$ cat src/rtl/mips_pkg.sv
// Shared constants and types for the MIPS front end.
// Used by if_fetch_stage and if_skid_buf.
package mips_pkg;

  localparam int PC_W    = 10;
  localparam int INSTR_W = 32;

  // Encodes sll $0,$0,0, so a bubble decodes as a harmless no-op.
  localparam logic [INSTR_W-1:0] NOP_WORD = 32'h0000_0000;

  typedef enum logic [1:0] {
    FILL,
    RUN,
    HOLD,
    HOLD_SKID
  } if_state_t;

  typedef struct packed {
    logic [INSTR_W-1:0] instr;
    logic [PC_W-1:0]    pc;
    logic               valid;
  } if_id_t;

endpackage

$ cat src/rtl/if_skid_buf.sv
// One-entry skid buffer that holds the fetched word arriving while decode is stalled.
// Clear has priority over write, and write has priority over read.
module if_skid_buf
  import mips_pkg::*;
(
  input  logic               clk,
  input  logic               rst,
  input  logic               wr_i,
  input  logic               clr_i,
  input  logic               rd_i,
  input  logic [INSTR_W-1:0] data_i,
  input  logic [PC_W-1:0]    pc_i,
  output logic [INSTR_W-1:0] data_o,
  output logic [PC_W-1:0]    pc_o,
  output logic               full_o
);

  logic [INSTR_W-1:0] data_q;
  logic [PC_W-1:0]    pc_q;
  logic               full_q;

  always_ff @(posedge clk or posedge rst) begin
    if (rst) begin
      data_q <= NOP_WORD;
      pc_q   <= '0;
      full_q <= 1'b0;
    end else if (clr_i) begin
      full_q <= 1'b0;
    end else if (wr_i) begin
      data_q <= data_i;
      pc_q   <= pc_i;
      full_q <= 1'b1;
    end else if (rd_i) begin
      full_q <= 1'b0;
    end
  end

  assign data_o = data_q;
  assign pc_o   = pc_q;
  assign full_o = full_q;

endmodule

$ cat src/rtl/if_fetch_stage.sv
// Instruction-fetch stage: drives the instruction-memory address, tracks the in-flight request,
// and owns the IF/ID register. The optional stall counter port is enabled by IF_STALL_CNT_EN.
module if_fetch_stage
  import mips_pkg::*;
(
  input  logic               clk,
  input  logic               rst,
  input  logic [PC_W-1:0]    pc_i,
  output logic               pc_en_o,
  output logic [PC_W-1:0]    imem_addr_o,
  input  logic [INSTR_W-1:0] imem_data_i,
  input  logic               stall_i,
  input  logic               flush_i,
  output logic [INSTR_W-1:0] instr_o,
  output logic [PC_W-1:0]    pc_o,
  output logic               valid_o
`ifdef IF_STALL_CNT_EN
  ,
  output logic [15:0]        stall_cnt_o
`endif
);

  if_state_t          state_q, state_d;
  logic               req_v_q, req_v_d;
  logic [PC_W-1:0]    req_pc_q, req_pc_d;
  if_id_t             if_id_q, if_id_d;

  logic               skid_wr, skid_clr, skid_rd, skid_full;
  logic [INSTR_W-1:0] skid_data;
  logic [PC_W-1:0]    skid_pc;

  assign pc_en_o     = ~stall_i;
  assign imem_addr_o = pc_i;

  if_skid_buf u_skid (
    .clk    (clk),
    .rst    (rst),
    .wr_i   (skid_wr),
    .clr_i  (skid_clr),
    .rd_i   (skid_rd),
    .data_i (imem_data_i),
    .pc_i   (req_pc_q),
    .data_o (skid_data),
    .pc_o   (skid_pc),
    .full_o (skid_full)
  );

  always_comb begin
    state_d  = state_q;
    if_id_d  = if_id_q;
    req_v_d  = ~stall_i & ~flush_i;
    req_pc_d = pc_i;
    skid_wr  = 1'b0;
    skid_clr = 1'b0;
    skid_rd  = 1'b0;

    if (flush_i) begin
      if_id_d  = '{instr: NOP_WORD, pc: '0, valid: 1'b0};
      skid_clr = 1'b1;
      state_d  = RUN;
    end else if (stall_i) begin
      // The word already requested still returns this cycle; park it.
      skid_wr = req_v_q;
      state_d = (req_v_q || skid_full) ? HOLD_SKID : HOLD;
    end else begin
      state_d = RUN;
      if (state_q == HOLD_SKID) begin
        if_id_d = '{instr: skid_data, pc: skid_pc, valid: 1'b1};
        skid_rd = 1'b1;
      end else if (req_v_q) begin
        if_id_d = '{instr: imem_data_i, pc: req_pc_q, valid: 1'b1};
      end else begin
        if_id_d = '{instr: NOP_WORD, pc: '0, valid: 1'b0};
      end
    end
  end

  always_ff @(posedge clk or posedge rst) begin
    if (rst) begin
      state_q  <= FILL;
      req_v_q  <= 1'b0;
      req_pc_q <= '0;
      if_id_q  <= '{instr: NOP_WORD, pc: '0, valid: 1'b0};
    end else begin
      state_q  <= state_d;
      req_v_q  <= req_v_d;
      req_pc_q <= req_pc_d;
      if_id_q  <= if_id_d;
    end
  end

  assign instr_o = if_id_q.valid ? if_id_q.instr : NOP_WORD;
  assign pc_o    = if_id_q.pc;
  assign valid_o = if_id_q.valid;

`ifdef IF_STALL_CNT_EN
  logic [15:0] stall_cnt_q;

  always_ff @(posedge clk or posedge rst) begin
    if (rst) begin
      stall_cnt_q <= '0;
    end else if (stall_i && !flush_i && stall_cnt_q != 16'hFFFF) begin
      stall_cnt_q <= stall_cnt_q + 16'd1;
    end
  end

  assign stall_cnt_o = stall_cnt_q;
`endif

endmodule

$ cat config.mk
export PLATFORM = sky130hd
export DESIGN_NAME = if_fetch_stage
export DESIGN_NICKNAME = d
export VERILOG_FILES = /design/src/rtl/mips_pkg.sv /design/src/rtl/if_skid_buf.sv /design/src/rtl/if_fetch_stage.sv
export SDC_FILE = /design/constraint.sdc
export NUM_CORES = 1
export LEC_CHECK = 0
export ABC_AREA = 1
export ABC_CLOCK_PERIOD_IN_PS = 2500
export CORE_UTILIZATION = 35
export DETAILED_ROUTE_END_ITERATION = 8
export PLACE_DENSITY_LB_ADDON = 0.05
export SYNTH_ARGS = -nofsm -noshare
export SYNTH_HDL_FRONTEND = slang
export SYNTH_HIERARCHICAL = 1
export SYNTH_SLANG_ARGS = --single-unit
$ cat constraint.sdc
create_clock -name clk -period 2.5 [get_ports clk]
set_clock_uncertainty 0.15 [all_clocks]
set_input_delay 0.375 -clock clk [delete_from_list [all_inputs] [get_ports clk]]
set_output_delay 0.375 -clock clk [all_outputs]
set_load 0.02 [all_outputs]
# --- Word-level counts from Yosys, hierarchy flattened ---
# Index checks and enable logic that the tools add are counted.
totals:
  in_bits: 46
  reg_bits: 99
  elab_cells: 35
  output_inout_bits: 54
classes:
  reduce_logical: 3
  n_mux: 17
  n_eq_ne: 2
  bitwise_logic: 4
op_table:
  columns: ["op", "count"]
  rows:
  - ["$mux 43", 4]
  - ["$mux 32", 1]
  - ["$mux 1", 10]
  - ["$mux 2", 2]
  - ["$not 1->1", 3]
  - ["$reduce_bool 3->1", 1]
  - ["$eq 2x2->1 const B", 1]
  - ["$ne 2x1->1 const B", 1]
  - ["$reduce_and 2->1", 1]
  - ["$and 1x1->1", 1]
  - ["$logic_or 1x1->1", 1]

# --- Logic depth before layout (Yosys ltp) ---
logic_depth:
  depth_word: 7
  mapped_depth: 9
  depth_no_buf: 6

# --- By module ---
# Netlist, hierarchy kept.
by_module_without_submodules:
  columns: ["module", "area_each_um2", "seq_area_each_um2", "n_inst", "cells_each"]
  rows:
  - ["if_fetch_stage", 3389.5, 1401.3, 1, 479]
  - ["if_skid_buf", 1794.2, 1076.0, 1, 188]

# --- Least setup slack after synthesis ---
# OpenSTA, ideal clock, no wires.
synth_path:
  path_kind: "register to output"
  startpoint: "reg if_id_q, in the netlist valid_o"
  endpoint: "out instr_o[10]"
  path_buffers: 2
  arrival_ps: 1024
  path_stages_with_launch: 5
  t_required_ps: 1975
  path_slack_ps: 951
  cell_sequence: "dfrtp_1 clkbuf_1 buf_2 nand2_1 inv_1"
synth_via:
  elab_chain_cells: 1
synth_rtl:
  columns: ["item", "line_no", "rtl"]
  rows:
  - ["start: declaration", "if_fetch_stage.sv:26", "if_id_t if_id_q, if_id_d;"]
  - ["start signal: assignment", "if_fetch_stage.sv:83", "if_id_q <= '{instr: NOP_WORD, pc: '0, valid: 1'b0};"]
  - ["start signal: assignment", "if_fetch_stage.sv:88", "if_id_q <= if_id_d;"]
  - ["$mux 32", "if_fetch_stage.sv:92", "assign instr_o = if_id_q.valid ? if_id_q.instr : NOP_WORD;"]
  - ["end: declaration", "if_fetch_stage.sv:14", "output logic [INSTR_W-1:0] instr_o,"]
# No other way between the ends.

# --- Worst setup path after layout ---
layout_path:
  startpoint: "reg if_id_q, in the netlist valid_o"
  endpoint: "out instr_o[1]"
# Same word-level chain as after synthesis.

==> results.tsv <==
stage	metric	value	unit
route	drcViolationCount	0	
die	core_region_area	14500	sq um
yosys	synthTopCellsByArea	dfrtp_1, nand2_1, nand3_1, inv_1, buf_4	
yosys	synthDistinctLibCells	19	
cts	cts_hold_buffers	0	
route	ant_nets	0	
worst_setup_path	path_depth	4	
worst_setup_path	r2r_cells	5	
worst_setup_path	critPathLaunchType	flip-flop	
cts	post_cts_resized	0	
worst_setup_path	required	1.98	ns
global_routing	grt_pass1_vias	3922	
sta	layout_min_cycle_time	2.27	ns
route	routedWlPerCell	13.4	um
place	portBuffers	99	
die	die_y	124	um
yosys	netlist_area	5180	sq um
sta	finalCritPeriodShare	90.7	%
route	firstDrtPassIters	4	
cells_and_area	final_nets	775	
sta	worst_pin_slew	0.549	ns
sta	fin_ws	0.231	ns
sta	final_hold_viol_count	0	
cts	cts_tree	done	
die	start_util	35.8	%
yosys	synth_top_area_share	47.8	%
route	dr_total_vias	4161	
run_status	status	completed	
die	die_w	124	um
power_and_ir_drop	cellLeakagePower	3.47	nW
global_routing	grt_max_degree	46	
sta	tns	0	ns
cts	cts_sinks	99	
die	rows	44	
yosys	synth_fp_nets	713	
place	gp_congestion	0.760	
global_routing	overflow	0	
worst_setup_path	crit_type	reg -> out	
worst_setup_path	crit_chain	buf_4, nand2_1, inv_1, clkdlybuf4s50_1	
yosys	ys_ff_latch	99	
worst_setup_path	crit_buf_inv	3	
route	via_per_inst	4.53	
route	wirelength	12.3	mm
yosys	synth.avg_cell_area	7.77	sq um
cells_and_area	area_delta_synth_final	22.3	%
yosys	syn_inst	667	
route	drt-initial-drc-count	257	
yosys	yosysSeqAreaShare	47.8	%
cts	clk_pin_slew	0.07	ns
worst_setup_path	critPathMaxStageDelay	0.59	ns
worst_setup_path	end_kind	primary output	
worst_setup_path	cp_top_family	buffers and inverters	
worst_hold_path	min_path_type	in -> async	
place	hpwlAfterDp	7.73	mm
cts	cts-buffers-inserted	9	
cts	post_cts_buffers	0	
sta	max_freq	441	MHz
place	pre_cts_slack	0.319	ns
cts	clockRootBuffer	clkbuf_16	
yosys	ys_warn_count	6	
job	maxCapViolCount	0	
sta	slew_headroom	63.3	%
global_routing	grt_use_total	17.3	%
sta	drv_slew	0	
cells_and_area	nFillCells	1484	
power_and_ir_drop	ir_drop	333	uV
global_routing	antenna_found_initial	0	
die	pin_count	100	
cts	clk_latency	0.34	ns
cts	htree_levels	3	
cts	clockBufferDepth	2	
global_routing	grt_pass1_wl	20.1	mm
worst_setup_path	critPathSlowestCell	clkdlybuf4s50_1	
sta	whs	0.220	ns
yosys	synth_area_leader_cell	dfrtp_1	
power_and_ir_drop	p_per_area	627	nW/um^2
worst_setup_path	cp.arrival	1.74	ns
die	die_area	15300	sq um
cells_and_area	drive_gt1_share	8.31	%
sta	rsz0062_at_grt	no	
sta	final-setup-viol-count	0	
cells_and_area	diodes	0	
worst_setup_path	crit_path_max_fanout	24	
synthesized netlist by cell type (all sizes together):
| master | count |
|---|---|
| nand2 | 292 |
| nand3 | 128 |
| dfrtp | 99 |
| inv | 79 |
| buf | 54 |
| clkbuf | 10 |
| nor2 | 5 |
worst paths after layout:
kind                                                    start                            end  slack, ns
worst min-delay path                                      rst        if_id_q[24]$_DFFE_PP0N_       0.22
worst max-delay path                      valid_o$_DFFE_PP0N_                     instr_o[1]       0.23
max in group asynchronous                                 rst        if_id_q[16]$_DFFE_PP0N_       1.41
worst max register to register              req_v_q$_DFF_PP0_  u_skid/data_o[17]$_DFFE_PP0P_       0.71
min in group clk                u_skid/data_o[13]$_DFFE_PP0P_  u_skid/data_o[13]$_DFFE_PP0P_       0.32
worst min register to register  u_skid/data_o[13]$_DFFE_PP0P_  u_skid/data_o[13]$_DFFE_PP0P_       0.32
registers in the layout, indices dropped and copies added, names as in the netlist:
register and count:
req_v_q 1, if_id_q 32, u_skid/pc_o 10, valid_o 1
state_q 2, req_pc_q 10, u_skid/full_o 1, u_skid/data_o 32
pc_o 10
logic make-up after synthesis:
group / after synthesis / synth area share [%]
simple gates: 425 / 36.0
flops: 99 / 47.8
buf+inv: 143 / 16.2
layout by cell type (no fill, tap or decap):
cell,netlist,final
dfrtp_2,0,3
nand3_1,119,119
buf_12,2,3
nand2_1,281,281
nor2_1,3,2
inv_4,1,1
nor2_4,1,2
buf_4,28,13
nand3_2,9,9
clkbuf_16,0,9
clkinv_2,0,4
clkdlybuf4s50_1,0,99
nand2_2,10,10
dfrtp_1,99,96
nor2_8,1,1
bufinv_16,0,2
inv_2,1,3
nand2_8,1,1
inv_1,77,75
clkbuf_1,1,1
routing by layer:
metal  track usage, %  routed length [um]  part of all wire (%)  vias to the layer above
met4             6.40                 177                   1.4                        0
met3             2.52                 545                   4.4                       12
met5                0                   0                     0                        -
met1             23.6                5770                    47                     1926
met2             27.7                5770                    47                       93
li1                 -                   -                     -                     2130
layout make-up:
cell class	count	area (sq um)	share of cell area, %
Clock buffer	10	229	3.61
Clock inverter	6	80.1	1.26
Inverter	79	299	4.72
Multi-Input combinational cell	425	1870	29.5
Sequential cell	99	2480	39.1
Tap cell	184	230	3.63
Timing Repair Buffer	115	1150	18.1
power by group:
part	switching [mW]	total [mW]	internal, mW
combinational	0.362	0.621	0.260
sequential	0.104	1.89	1.78
clock	0.595	1.47	0.870
total	1.06	3.98	2.91
metrics by stage:
step,total power [mW],std cells,utilization (%),cell area [sq um]
global route,4.21,918,43.8,6340
detailed placement,2.55,902,41.7,6030
global placement,2.54,902,41.7,6030
CTS,4.04,918,43.8,6340
floorplan,2.34,667,-,5180
finish,3.98,918,43.8,6340
Note: power is estimated with default switching activity, not from simulation.
